File: config.mk
export PLATFORM = sky130hd
export DESIGN_NAME = uart_baud_gen
export DESIGN_NICKNAME = d
export VERILOG_FILES = /design/src/rtl/uart_pkg.sv /design/src/rtl/baud_div_counter.sv /design/src/rtl/uart_baud_gen.sv
export SDC_FILE = /design/constraint.sdc
export NUM_CORES = 1
export LEC_CHECK = 0
export BUFFER_PORTS_ARGS = -buffer_cell sky130_fd_sc_hd__buf_2
export CELL_PAD_IN_SITES_DETAIL_PLACEMENT = 0
export CELL_PAD_IN_SITES_GLOBAL_PLACEMENT = 2
export CORE_ASPECT_RATIO = 1.25
export CORE_MARGIN = 2
export CORE_UTILIZATION = 37
export CTS_BUF_LIST = sky130_fd_sc_hd__clkbuf_4 sky130_fd_sc_hd__clkbuf_8
export DETAILED_ROUTE_END_ITERATION = 16
export GPL_ROUTABILITY_DRIVEN = 0
export PLACE_DENSITY = 0.81
export SLEW_MARGIN = 20
export SYNTH_ARGS = -nofsm -noshare
export SYNTH_HDL_FRONTEND = slang
export SYNTH_SLANG_ARGS = --single-unit
File: constraint.sdc
create_clock -name clk -period 2.8 [get_ports clk]
set_input_delay 0.28 -clock clk [delete_from_list [all_inputs] [get_ports clk]]
set_output_delay 0.28 -clock clk [all_outputs]
set_load 0.005 [all_outputs]
File: src/rtl/uart_pkg.sv
// Shared constants for the UART: rate-select encoding, preset baud rates and
// the elaboration-time divisor calculation.
package uart_pkg;

    typedef enum logic [2:0] {
        BAUD_9600    = 3'd0,
        BAUD_19200   = 3'd1,
        BAUD_460800  = 3'd2,
        BAUD_1500000 = 3'd3,
        BAUD_CUSTOM  = 3'd4
    } baud_sel_e;

    localparam longint BAUD_RATE_9600    = 9600;
    localparam longint BAUD_RATE_19200   = 19200;
    localparam longint BAUD_RATE_460800  = 460800;
    localparam longint BAUD_RATE_1500000 = 1500000;

    // Counter terminal value for a rate: round(clk_hz / (baud * os)) - 1.
    function automatic longint baud_div(input longint clk_hz, input longint baud, input longint os);
        longint den;
        den = baud * os;
        return ((clk_hz + den / 2) / den) - 1;
    endfunction

endpackage

File: src/rtl/baud_div_counter.sv
// Free-running divide-by-(div+1) counter emitting a registered one-cycle tick
// on each wrap. Reset, clear and disable all force the count back to 0.
module baud_div_counter #(
    parameter int DIV_W = 16
) (
    input  logic             clk,
    input  logic             rst,
    input  logic             clr,
    input  logic             en,
    input  logic [DIV_W-1:0] div,
    output logic             tick
);

    logic [DIV_W-1:0] cnt_reg;
    logic             tick_reg;

    always_ff @(posedge clk) begin
        if (rst || clr || !en) begin
            cnt_reg  <= '0;
            tick_reg <= 1'b0;
        end else if (cnt_reg == div) begin
            cnt_reg  <= '0;
            tick_reg <= 1'b1;
        end else begin
            cnt_reg  <= cnt_reg + 1'b1;
            tick_reg <= 1'b0;
        end
    end

    assign tick = tick_reg;

endmodule

File: src/rtl/uart_baud_gen.sv
// UART baud generator: TX bit tick, RX oversample tick and RX mid/end-of-bit
// strobes, with per-path divisor selection and RX phase realignment.
module uart_baud_gen #(
    parameter int CLK_FREQ_HZ = 100_000_000,
    parameter int OVERSAMPLE  = 16,
    parameter int DIV_W       = 16
) (
    input  logic             clk,
    input  logic             rst,
    input  logic             en,
    input  logic [2:0]       baud_sel,
    input  logic [DIV_W-1:0] div_custom_tx,
    input  logic [DIV_W-1:0] div_custom_rx,
    input  logic             rx_resync,
    output logic             tx_tick,
    output logic             rx_tick,
    output logic             rx_mid,
    output logic             rx_bit
);
    import uart_pkg::*;

    localparam int                OS_W    = $clog2(OVERSAMPLE);
    localparam logic [OS_W-1:0]   OS_MID  = OS_W'(OVERSAMPLE / 2 - 1);
    localparam logic [OS_W-1:0]   OS_LAST = OS_W'(OVERSAMPLE - 1);

    logic [1:0]      path_changed;
    logic [1:0]      path_tick;
    logic            div_change;
    logic [OS_W-1:0] os_cnt_reg;

    // Any divisor change on either path restarts both, keeping TX and RX aligned.
    assign div_change = |path_changed;

    // Path 0 is TX (one tick per bit), path 1 is RX (OVERSAMPLE ticks per bit).
    for (genvar gi = 0; gi < 2; gi++) begin : g_path
        localparam longint OS_F = (gi == 0) ? longint'(1) : longint'(OVERSAMPLE);
        localparam logic [DIV_W-1:0] DIV_0 =
            DIV_W'(baud_div(longint'(CLK_FREQ_HZ), BAUD_RATE_9600, OS_F));
        localparam logic [DIV_W-1:0] DIV_1 =
            DIV_W'(baud_div(longint'(CLK_FREQ_HZ), BAUD_RATE_19200, OS_F));
        localparam logic [DIV_W-1:0] DIV_2 =
            DIV_W'(baud_div(longint'(CLK_FREQ_HZ), BAUD_RATE_460800, OS_F));
        localparam logic [DIV_W-1:0] DIV_3 =
            DIV_W'(baud_div(longint'(CLK_FREQ_HZ), BAUD_RATE_1500000, OS_F));

        logic [DIV_W-1:0] div_custom;
        logic [DIV_W-1:0] div_next;
        logic [DIV_W-1:0] div_q_reg;
        logic             path_clr;

        assign div_custom = (gi == 0) ? div_custom_tx : div_custom_rx;

        always_comb begin
            div_next = div_custom;
            case (baud_sel_e'(baud_sel))
                BAUD_9600:    div_next = DIV_0;
                BAUD_19200:   div_next = DIV_1;
                BAUD_460800:  div_next = DIV_2;
                BAUD_1500000: div_next = DIV_3;
                default:      div_next = div_custom;
            endcase
        end

        always_ff @(posedge clk) begin
            if (rst) begin
                div_q_reg <= '0;
            end else begin
                div_q_reg <= div_next;
            end
        end

        assign path_changed[gi] = (div_q_reg != div_next);
        assign path_clr         = div_change || ((gi == 1) && rx_resync);

        baud_div_counter #(
            .DIV_W(DIV_W)
        ) u_cnt (
            .clk  (clk),
            .rst  (rst),
            .clr  (path_clr),
            .en   (en),
            .div  (div_q_reg),
            .tick (path_tick[gi])
        );
    end

    // os_cnt counts RX ticks already seen in the current bit, so it still holds
    // the pre-advance value while the tick it qualifies is on the output.
    always_ff @(posedge clk) begin
        if (rst || !en || div_change || rx_resync) begin
            os_cnt_reg <= '0;
        end else if (rx_tick) begin
            os_cnt_reg <= (os_cnt_reg == OS_LAST) ? '0 : os_cnt_reg + 1'b1;
        end
    end

    assign tx_tick = path_tick[0];
    assign rx_tick = path_tick[1];
    assign rx_mid  = path_tick[1] && (os_cnt_reg == OS_MID);
    assign rx_bit  = path_tick[1] && (os_cnt_reg == OS_LAST);

endmodule

==> qor.yml <==
post_cts_buffers: 0
synth_seq_cells: 70
synthFlopType: "dfxtp_1"
grt_setup_unrepaired: "no"
cts_buffer_depth: 2
synthSimpleGateAreaFrac_pct: 32.4
worst_slew_pin_slew_ns: 0.649
placed_area_sq_um: 4370
grt_usage_pct: 18.9
finalPower_w: 0.00222
ir_drop_mv: 0.194
critPathLaunchType: "register"
seq_area_frac_synth_pct: 34.6
yosysUniqueCellTypes: 53
fmax_mhz: 429
synth.top_cell.area_share_pct: 34.6
wl_per_cell_um: 16.2
placement.io_buffers: 42
min_from: "div_custom_tx[15]"
finalSetupViolCount: 0
mostFrequentLayoutCell: "dfxtp_1"
hpwl_um: 7610
initial_utilization_pct: 38.1
cap_violations: 0
htreeDepth: 3
synth_top_cell_by_area: "dfxtp_1"
final_area_sq_um: 4590
power_density_nw_per_um2: 484
antenna_left: 0
ff2ff_setup_slack_ns: 0.47
drtIter0Drc: 101
synth_top_family_by_area: "simple AND/OR/NAND/NOR gates"
synthXorXnorAreaFrac_pct: 15.8
antenna_found_initial: 0
finalHoldViolations: 0
grt_pass1_wl_um: 17700
routed_wl_um: 10600
core-area_sq_um: 10600
cts_tree: "built"
status: "finished, final reports clean"
hold-path-endpoint: "g_path[0].div_q_reg[15]"
clock_skew_ns: 0.0112
via_per_inst: 5.30
crit-reg2reg-launch: "g_path[0].div_q_reg[8]"
crit_path_end_kind: "register"
cts-root-buf: "clkbuf_8"
grt_max_degree: 39
io_pins: 43
cts_made_buffers: 9
min_path_cells: 2
die_h_um: 121
grt_overflow_total: 0
synth_async_sr_flop_share_pct: 0
slowest_stage: "or4_1"
finalCritPeriodShare_pct: 83.3
worstRegToRegCells: 7
p_int_w: 0.00164
avgSynthCellArea_sq_um: 8.33
synth_compound_area_share_pct: 10.1
synth_edf_count: 0
cts_sinks: 70
cts_resized: 0
leakage_nw: 1.85
p_switching_w: 0.000588
area.growth.synth_to_final_pct: 13.4
nNetsFinal: 561
cp_max_fo: 38
worst_path_largest_cell_delay_ns: 0.59
first_pass_iters: 4
timing.rr.end: "g_path[0].u_cnt.cnt_reg[5]"
die-area_sq_um: 11800
yosysWarnings: 0
pwr-share-seq_pct: 47.5
fin_tns_setup_ns: 0
clock_latency_ns: 0.36
grt_pass1_vias: 3355
swShare_pct: 26.5
diodes: 0
layout_common_cells: "dfxtp_1 (70), nor2_1 (60), buf_2 (42), and4_1 (39), xnor2_1 (37)"
slew_viol_final: 0
path_clk_slew_ns: 0.08
rows: 42
layout_min_cycle_time_ns: 2.33
path_cells: "xor2_1 > o22ai_1 > a22oi_1 > or4_1 > nor4_4 > buf_12 > and4_1"
fp.dieW_um: 97.6
slew_headroom_pct: 56.8
worstPathRequired_ns: 3.10
crit_type: "reg2reg"
synth_fp_nets: 528
cts_hold_buffers: 0
drcViolationCount: 0
syn_inst: 486
arrival_ns: 2.63
via_count: 3478
pwr-share-comb_pct: 11.5
pwr-share-clk_pct: 41.0
hold_path_class: "in2reg"
drive_above_1_share_pct: 14.7
synth-adder-area-share_pct: 0.927
syn_area_sq_um: 4050
synth.mux.area_fraction_pct: 1.02
ys_top_cells_by_area: "dfxtp_1 (35%), and4_1 (8.4%), xnor2_1 (8.0%), xor2_1 (7.8%), nor2_1 (5.6%)"
worst max-delay path by stage:
stage	start	to	slack, ns
floorplan	baud_sel[1]	g_path[0].u_cnt.tick	0.60
global placement	baud_sel[2]	g_path[0].u_cnt.cnt_reg[5]	0.24
detailed placement	baud_sel[2]	g_path[0].u_cnt.cnt_reg[10]	0.24
CTS	g_path[0].div_q_reg[8]	g_path[1].u_cnt.cnt_reg[5]	0.46
global route	baud_sel[2]	g_path[0].u_cnt.cnt_reg[1]	0.35
finish	g_path[0].div_q_reg[8]	g_path[0].u_cnt.cnt_reg[5]	0.47
synth_stat cells, drive strengths merged, types with 3 or more instances:
| cell | instances |
|---|---|
| a211oi | 3 |
| a21oi | 29 |
| a22oi | 3 |
| and2 | 12 |
| and3 | 6 |
| and4 | 39 |
| buf | 16 |
| clkbuf | 14 |
| dfxtp | 70 |
| ha | 3 |
| inv | 11 |
| mux2i | 3 |
| nand2 | 34 |
| nand2b | 3 |
| nand3 | 19 |
| nand3b | 5 |
| nand4 | 11 |
| nor2 | 60 |
| nor2b | 5 |
| nor3 | 8 |
| nor4 | 7 |
| nor4b | 3 |
| o21ai | 15 |
| or3 | 5 |
| xnor2 | 37 |
| xor2 | 36 |
stage by stage:
step           util, %  setup slack (ns)  std cells  hold WS, ns
2_1_floorplan        -             0.597        486        0.402
3_3_place_gp      41.2             0.239        640        0.502
3_5_place_dp      41.2             0.240        640        0.509
4_1_cts           43.2             0.460        656        0.132
5_1_grt           43.2             0.350        656        0.137
6_report          43.2             0.467        656        0.139
power by group through the flow:
stage | Clock (W) | Sequential [W] | Combinational (W)
after detailed placement | 0 | 0.00108 | 0.000257
after global placement | 0 | 0.00108 | 0.000254
after floorplan | 0 | 0.00107 | 0.000173
after global routing | 0.000976 | 0.00106 | 0.000284
final | 0.000912 | 0.00106 | 0.000255
after CTS | 0.000935 | 0.00106 | 0.000259
layer usage:
metal | share of wire [%] | vias up | global-route usage [%]
met5 | 0 | - | 0
met4 | 0.75 | 0 | 7.47
met3 | 3.4 | 4 | 2.82
met2 | 48 | 53 | 30.8
met1 | 47 | 1640 | 25.1
li1 | - | 1781 | -
cell type report:
| type | count | area, sq um |
|---|---|---|
| multi-input cells | 375 | 2470 |
| flip-flops and latches | 70 | 1400 |
| clock buffers | 13 | 179 |
| fillers | 1102 | 6020 |
| repair buffers | 52 | 298 |
| inverters | 11 | 41.3 |
| well taps | 132 | 165 |
| clock inverters | 3 | 40.0 |
kinds of logic after synthesis:
family                   count (synthesis)
AO/OA/AOI/OAI                           67
XOR/XNOR                                73
adder cells (fa/ha/maj)                  3
buffers and inverters                   41
flip-flops                              70
multiplexers                             4
AND/OR/NAND/NOR                        228
critical path, delay by kind of cell (launching register included):
kind / cells / cell delay [ns]
DFF: 1 / 0.47
xor gates and xnor gates: 1 / 0.10
buffers and inverters: 1 / 0.22
AOI/OAI and AO/OA: 2 / 0.30
and+or+nand+nor: 3 / 1.14
Note: power is estimated with default switching activity, not from simulation.
